`config.mk`:
```
export PLATFORM = sky130hd
export DESIGN_NAME = cc_fill_seq
export DESIGN_NICKNAME = d
export VERILOG_FILES = /design/src/rtl/cc_fill_pkg.sv /design/src/rtl/cc_fill_linebuf.sv /design/src/rtl/cc_fill_seq.sv
export SDC_FILE = /design/constraint.sdc
export NUM_CORES = 2
export LEC_CHECK = 0
export CAP_MARGIN = 20
export CORE_MARGIN = 10
export CORE_UTILIZATION = 33
export DETAILED_ROUTE_END_ITERATION = 7
export GPL_TIMING_DRIVEN = 1
export PLACE_DENSITY_LB_ADDON = 0.25
export SYNTH_ARGS = -nofsm -noshare
export SYNTH_HDL_FRONTEND = slang
export SYNTH_SLANG_ARGS = --single-unit
```
`constraint.sdc`:
```
create_clock -name clk -period 7.6 [get_ports clk]
set_input_delay 0.76 -clock clk [delete_from_list [all_inputs] [get_ports clk]]
set_output_delay 0.76 -clock clk [all_outputs]
set_load 0.01 [all_outputs]
```
`src/rtl/cc_fill_pkg.sv`:
```
// Shared types and widths for the code-cache refill sequencer.
package cc_fill_pkg;

  typedef enum logic [2:0] {IDLE, INV, CHK, REQ, RX, WR0, WR1} cc_fill_state_t;

  localparam int CC_IP_W    = 44;
  localparam int CC_BEAT_W  = 260;
  localparam int CC_LINE_W  = 1040;
  localparam int CC_HALF_W  = 520;
  localparam int CC_LADDR_W = 39;

  // Line-aligned IP: byte offset within the 32B line cleared.
  function automatic logic [CC_IP_W-1:0] cc_line_ip(input logic [CC_IP_W-1:0] ip);
    return ip & ~CC_IP_W'(5'h1f);
  endfunction

endpackage

```
`src/rtl/cc_fill_linebuf.sv`:
```
// Four-beat line store: beats written in arrival order by an internal counter, read back one half-line at a time.
module cc_fill_linebuf
  import cc_fill_pkg::*;
(
  input  logic                 clk,
  input  logic                 rst,
  input  logic                 wr_en,
  input  logic [CC_BEAT_W-1:0] wr_data,
  input  logic                 half_sel,
  output logic                 last_beat,
  output logic [CC_HALF_W-1:0] rd_half
);

  logic [CC_BEAT_W-1:0] beat_q [4];
  logic [CC_BEAT_W-1:0] beat_d [4];
  logic [1:0]           cnt_q, cnt_d;

  always_comb begin
    beat_d = beat_q;
    cnt_d  = cnt_q;
    if (wr_en) begin
      beat_d[cnt_q] = wr_data;
      cnt_d         = cnt_q + 2'd1;
    end
  end

  // Beat data needs no reset; only the counter decides what is valid.
  always_ff @(posedge clk) begin
    beat_q <= beat_d;
    if (rst) cnt_q <= '0;
    else     cnt_q <= cnt_d;
  end

  assign last_beat = (cnt_q == 2'd3);
  assign rd_half   = half_sel ? {beat_q[3], beat_q[2]} : {beat_q[1], beat_q[0]};

endmodule

```
`src/rtl/cc_fill_seq.sv`:
```
// Code-cache refill sequencer: probe, bus line fetch, 2-cycle half-line write, single-cycle invalidates.
// Optional CC_FILL_ERR_EN: a bus error on any beat turns the write into an invalidate and reports fill_err.
module cc_fill_seq
  import cc_fill_pkg::*;
#(
  parameter int CHK_LAT = 1
) (
  input  logic                  clk,
  input  logic                  rst,
  input  logic                  miss_valid,
  output logic                  miss_ready,
  input  logic [CC_IP_W-1:0]    miss_IP,
  input  logic                  inv_valid,
  output logic                  inv_ready,
  input  logic [CC_IP_W-1:0]    inv_IP,
  output logic                  bus_req_valid,
  input  logic                  bus_req_ready,
  output logic [CC_LADDR_W-1:0] bus_req_addr,
  input  logic                  bus_rsp_valid,
  input  logic [CC_BEAT_W-1:0]  bus_rsp_data,
  input  logic                  bus_rsp_err,
  output logic [CC_IP_W-1:0]    chkCL_IP,
  output logic                  chkCL_clkEn,
  input  logic                  chkCL_hit,
  output logic [CC_IP_W-1:0]    write_IP,
  output logic                  cc_write_wen,
  output logic                  cc_invalidate,
  output logic [CC_HALF_W-1:0]  write_data,
  output logic                  fill_done,
  output logic                  fill_drop,
  output logic                  fill_err
);

  cc_fill_state_t       state_q, state_d;
  logic [CC_IP_W-1:0]   ip_q, ip_d, write_ip_q, write_ip_d;
  logic [1:0]           chk_cnt_q, chk_cnt_d;
  logic                 chk_clken_q, chk_clken_d, bus_req_valid_q, bus_req_valid_d;
  logic                 wen_q, wen_d, inv_q, inv_d;
  logic                 done_q, done_d, drop_q, drop_d, ferr_q, ferr_d;
  logic [CC_HALF_W-1:0] wdata_q, wdata_d;
  logic                 lb_wr, lb_last, err_now;
  logic [CC_HALF_W-1:0] lb_half;

  assign lb_wr = (state_q == RX) && bus_rsp_valid;

  cc_fill_linebuf u_linebuf (
    .clk       (clk),
    .rst       (rst),
    .wr_en     (lb_wr),
    .wr_data   (bus_rsp_data),
    .half_sel  (state_q == WR0),
    .last_beat (lb_last),
    .rd_half   (lb_half)
  );

`ifdef CC_FILL_ERR_EN
  logic err_q, err_d;
  always_comb begin
    err_d = err_q;
    if (state_q == RX) err_d = (lb_wr && lb_last) ? 1'b0 : err_now;
  end
  always_ff @(posedge clk) begin
    if (rst) err_q <= 1'b0;
    else     err_q <= err_d;
  end
  assign err_now = err_q | (lb_wr & bus_rsp_err);
`else
  logic unused_bus_err;
  assign unused_bus_err = bus_rsp_err;
  assign err_now        = 1'b0;
`endif

  // A pending invalidate blocks miss acceptance so it always wins the IDLE slot.
  assign inv_ready  = !rst && (state_q == IDLE);
  assign miss_ready = inv_ready && !inv_valid;

  always_comb begin
    state_d         = state_q;
    ip_d            = ip_q;
    chk_cnt_d       = chk_cnt_q;
    write_ip_d      = '0;
    wdata_d         = '0;
    chk_clken_d     = 1'b0;
    bus_req_valid_d = 1'b0;
    wen_d           = 1'b0;
    inv_d           = 1'b0;
    done_d          = 1'b0;
    drop_d          = 1'b0;
    ferr_d          = 1'b0;
    case (state_q)
      IDLE: begin
        if (inv_valid && inv_ready) begin
          state_d    = INV;
          inv_d      = 1'b1;
          write_ip_d = inv_IP;
        end else if (miss_valid && miss_ready) begin
          state_d     = CHK;
          ip_d        = cc_line_ip(miss_IP);
          chk_clken_d = 1'b1;
          chk_cnt_d   = '0;
        end
      end
      INV: state_d = IDLE;
      CHK: begin
        if (chk_cnt_q == 2'(CHK_LAT)) begin
          if (chkCL_hit) begin
            state_d = IDLE;
            done_d  = 1'b1;
            drop_d  = 1'b1;
          end else begin
            state_d         = REQ;
            bus_req_valid_d = 1'b1;
          end
        end else begin
          chk_cnt_d = chk_cnt_q + 2'd1;
        end
      end
      REQ: begin
        if (bus_req_ready) state_d = RX;
        else               bus_req_valid_d = 1'b1;
      end
      RX: begin
        if (lb_wr && lb_last) begin
          state_d    = WR0;
          wen_d      = !err_now;
          inv_d      = err_now;
          write_ip_d = ip_q;
          wdata_d    = lb_half;
        end
      end
      WR0: begin
        state_d    = WR1;
        write_ip_d = write_ip_q;
        wdata_d    = lb_half;
        done_d     = 1'b1;
`ifdef CC_FILL_ERR_EN
        ferr_d     = inv_q;
`endif
      end
      WR1:     state_d = IDLE;
      default: state_d = IDLE;
    endcase
  end

  always_ff @(posedge clk) begin
    if (rst) begin
      state_q         <= IDLE;
      ip_q            <= '0;
      chk_cnt_q       <= '0;
      write_ip_q      <= '0;
      wdata_q         <= '0;
      chk_clken_q     <= 1'b0;
      bus_req_valid_q <= 1'b0;
      wen_q           <= 1'b0;
      inv_q           <= 1'b0;
      done_q          <= 1'b0;
      drop_q          <= 1'b0;
      ferr_q          <= 1'b0;
    end else begin
      state_q         <= state_d;
      ip_q            <= ip_d;
      chk_cnt_q       <= chk_cnt_d;
      write_ip_q      <= write_ip_d;
      wdata_q         <= wdata_d;
      chk_clken_q     <= chk_clken_d;
      bus_req_valid_q <= bus_req_valid_d;
      wen_q           <= wen_d;
      inv_q           <= inv_d;
      done_q          <= done_d;
      drop_q          <= drop_d;
      ferr_q          <= ferr_d;
    end
  end

  assign chkCL_IP      = ip_q;
  assign chkCL_clkEn   = chk_clken_q;
  assign bus_req_valid = bus_req_valid_q;
  assign bus_req_addr  = ip_q[CC_IP_W-1:5];
  assign write_IP      = write_ip_q;
  assign cc_write_wen  = wen_q;
  assign cc_invalidate = inv_q;
  assign write_data    = wdata_q;
  assign fill_done     = done_q;
  assign fill_drop     = drop_q;
  assign fill_err      = ferr_q;

endmodule
```
==> results.sh <==
export IMPL_grt_first_pass_wirelength_mm=240
export IMPL_htreeDepth=4
export IMPL_max_cap_viol_count=0
export IMPL_cts_made_buffers=175
export IMPL_yosysWarnings=0
export IMPL_synthAdderAreaFrac=0.00113
export IMPL_synth_cell_area_mm2=0.0555
export IMPL_relSlewSlack=0.259
export IMPL_layout_nets=5106
export IMPL_clockBufferDepth=3
export IMPL_grt_usage=0.174
export IMPL_fin_tns_setup_ps=0
export IMPL_crit_buf_inv=1
export IMPL_fp_dieW_um=430
export IMPL_p_leak_nw=22.9
export IMPL_synth_simple_area_share=0.121
export IMPL_ctsRootBufferMaster="clkbuf_16"
export IMPL_cp_arrival_ps=2680
export IMPL_grt_pass1_vias=32900
export IMPL_rows=150
export IMPL_cp_top_family="buffers and inverters"
export IMPL_start_util=0.332
export IMPL_min_path_type="register to register"
export IMPL_antenna_found_initial=48
export IMPL_seq_area_frac_synth=0.785
export IMPL_syn_inst=3837
export IMPL_fin_skew_ps=28.0
export IMPL_cts_hold_buf=0
export IMPL_power_density_mw_per_mm2=272
export IMPL_muxShareOfSynthArea=0.000180
export IMPL_ys_async_sr_fraction=0
export IMPL_clk_latency_ps=800
export IMPL_fin_crit_ps=3440
export IMPL_wl_per_cell_um=23.8
export IMPL_synth_top_family_by_area="simple AND/OR/NAND/NOR gates"
export IMPL_cts_resized=0
export IMPL_wl_mm=169
export IMPL_start_kind="register"
export IMPL_vias=33600
export IMPL_clkTransAtPathRegs_ps=60
export IMPL_path_cells="nor4_4 -> nor2b_1 -> clkdlybuf4s50_1"
export IMPL_hold_slack_ps=452
export IMPL_synth_edf_count=1040
export IMPL_first_pass_iters=5
export IMPL_drtIter0Drc=2398
export IMPL_place_congestion=0.862
export IMPL_grt_overflow_total=0
export IMPL_ys_types=41
export IMPL_synthFlopType="edfxtp_1"
export IMPL_synth_compound_area_frac=0.0616
export IMPL_synth_xor_xnor_area_share=0.000158
export IMPL_grt_setup_unrepaired="no"
export IMPL_whs_path_depth=2
export IMPL_syn_mean_instance_area_um2=14.5
export IMPL_endpoint_kind="output pin"
export IMPL_post_route_period_util=0.452
export IMPL_synth_seq_cells=1656
export IMPL_hold_path_end="write_IP[15]$_SDFFE_PP0N_"
export IMPL_die_y_um=430
export IMPL_drcViolationCount=0
export IMPL_status="completed"
export IMPL_die_area_mm2=0.185
export IMPL_slowest_stage="clkdlybuf4s50_1"
export IMPL_ant_nets=0
export IMPL_cts_tree="yes"
export IMPL_multi_input_area_mm2=0.0103
export IMPL_crit_required_ps=6840
export IMPL_regToRegSetupSlack_ps=4170
export IMPL_peakVddDrop_mv=0.221
export IMPL_via_per_inst=4.71
export IMPL_cp_slowest_stage_delay_ps=740
export IMPL_r2r_start="state_q[2]$_SDFFE_PP0P_"
export IMPL_setup_viol=0
export IMPL_r2r_end="write_data[516]$_SDFF_PP0_"
export IMPL_fillers=15000
export IMPL_worst_slew_pin_slew_ps=1110
export IMPL_portBuffers=999
export IMPL_regArea_mm2=0.0436
export IMPL_slew_viol_final=0
export IMPL_grt_max_degree=233
export IMPL_hold_start="write_IP[15]$_SDFFE_PP0N_"
export IMPL_reg2reg_depth=5
export IMPL_cts_setup_buffers=0
export IMPL_drive_above_1_share=0.0719
export IMPL_syn2layout_area_growth_pct=31.4
export IMPL_fmax_mhz=291
export IMPL_dp_hpwl_mm=108
export IMPL_io_pins=1012
export IMPL_core_area_mm2=0.167
export IMPL_path_max_fanout=69
export IMPL_hold_violations=0
export IMPL_worst_setup_path_type="register to output pin"
export IMPL_cts_sinks=1656
-- worst register-to-register path, delay by kind of cell, from the launching register on --
kind                   cells  cell delay, ps
AO/OA/AOI/OAI              1             190
buffers and inverters      1             690
flip-flops                 1             620
AND/OR/NAND/NOR            3            1750
-- cell type report --
| type | count | share of cell area |
|---|---|---|
| Sequential cell | 1656 | 0.597 |
| Inverter | 4 | 0.000206 |
| Clock buffer | 251 | 0.0678 |
| Tap cell | 2204 | 0.0378 |
| Clock inverter | 78 | 0.0120 |
| Multi-Input combinational cell | 1871 | 0.141 |
| Timing Repair Buffer | 1037 | 0.143 |
| Antenna cell | 19 | 0.000652 |
-- how the worst max path moves through the flow --
stage	start	end	slack, ps	cells after the start
6_report	state_q[0]$_SDFFE_PP0P_	miss_ready	4160	3
5_1_grt	state_q[2]$_SDFFE_PP0P_	write_data[516]$_SDFF_PP0_	4000	5
4_1_cts	state_q[0]$_SDFFE_PP0P_	miss_ready	4060	3
3_5_place_dp	rst	write_data[122]$_SDFF_PP0_	3780	7
3_3_place_gp	rst	write_data[122]$_SDFF_PP0_	3810	7
2_1_floorplan	bus_rsp_valid	u_linebuf.beat_q[1000]$_DFFE_PP_	240	1
-- cells by family (layout without fill, tap and decap cells) --
logic type               Yosys count  count (layout)
other                              1              25
flip-flops                      1656            1656
AND/OR/NAND/NOR                 1201            1201
XOR/XNOR                           1               1
adder cells (fa/ha/maj)            5               5
buffers and inverters            315            1370
AO/OA/AOI/OAI                    657             657
multiplexers                       1               1
-- cell usage in the layout, fill, tap and decap left out, types with 3 or more instances in the layout --
| master | n |
|---|---|
| nor3_2 | 32 |
| nor3_1 | 489 |
| clkbuf_8 | 22 |
| nor2_1 | 10 |
| clkbuf_1 | 51 |
| nor2b_1 | 525 |
| ha_1 | 5 |
| clkinvlp_4 | 5 |
| clkinv_2 | 32 |
| a22o_1 | 5 |
| diode_2 | 19 |
| dfxtp_1 | 615 |
| conb_1 | 6 |
| buf_4 | 24 |
| inv_6 | 7 |
| edfxtp_1 | 1040 |
| and3_4 | 4 |
| clkinv_1 | 9 |
| clkbuf_16 | 178 |
| a21oi_1 | 566 |
| buf_12 | 14 |
| bufinv_16 | 14 |
| a22oi_1 | 40 |
| inv_16 | 4 |
| nand2b_1 | 3 |
| inv_1 | 3 |
| clkdlybuf4s50_1 | 998 |
| o21ai_0 | 42 |
| nand2_1 | 121 |
-- synthesized netlist by cell type (4+ instances only) --
cell,count,share of area
edfxtp_1,1040,0.56
dfxtp_1,616,0.22
a21oi_1,566,0.051
nor2b_1,525,0.059
nor3_1,489,0.044
clkbuf_1,131,0.0089
nand2_1,122,0.0082
buf_2,96,0.0087
buf_4,47,0.0064
o21ai_0,42,0.0038
a22oi_1,40,0.0054
nor3_2,33,0.0059
buf_6,31,0.0063
nor2_1,10,0.00068
a22o_1,5,0.00079
buf_1,5,0.00034
ha_1,5,0.0011
and3_1,4,0.00045
-- power by group --
group	switching (mW)	internal [mW]	leakage (nW)
logic	0.788	0.757	5.73
registers	0.109	9.61	14.3
clock network	3.54	5.04	2.86
-- registers in the layout, indices dropped and copies added (netlist names), 2 cells and up --
signal / count
chkCL_IP: 39
write_IP: 44
u_linebuf.beat_q: 1040
chk_cnt_q: 2
state_q: 3
write_data: 520
u_linebuf.cnt_q: 2
-- per-stage QoR --
stage                     instances  instance area, um2  setup WS, ps   util  total power, mW
after global routing           7115               72900          4000  0.436             20.6
after detailed placement       6772               67100          3780  0.401             11.5
after CTS                      7101               72900          4060  0.436             20.1
after floorplan                3842               55500           239      -             10.9
after global placement         6772               67100          3810  0.401             11.5
final                          7120               73000          4160  0.436             19.8
-- layer usage --
layer	GRT usage	part of all wire	vias to the layer above
met3	0.0559	0.075	278
li1	-	-	15600
met1	0.211	0.40	16700
met5	0	0.00036	-
met2	0.292	0.49	968
met4	0.0614	0.032	10
(Power assumes the default switching activity.)
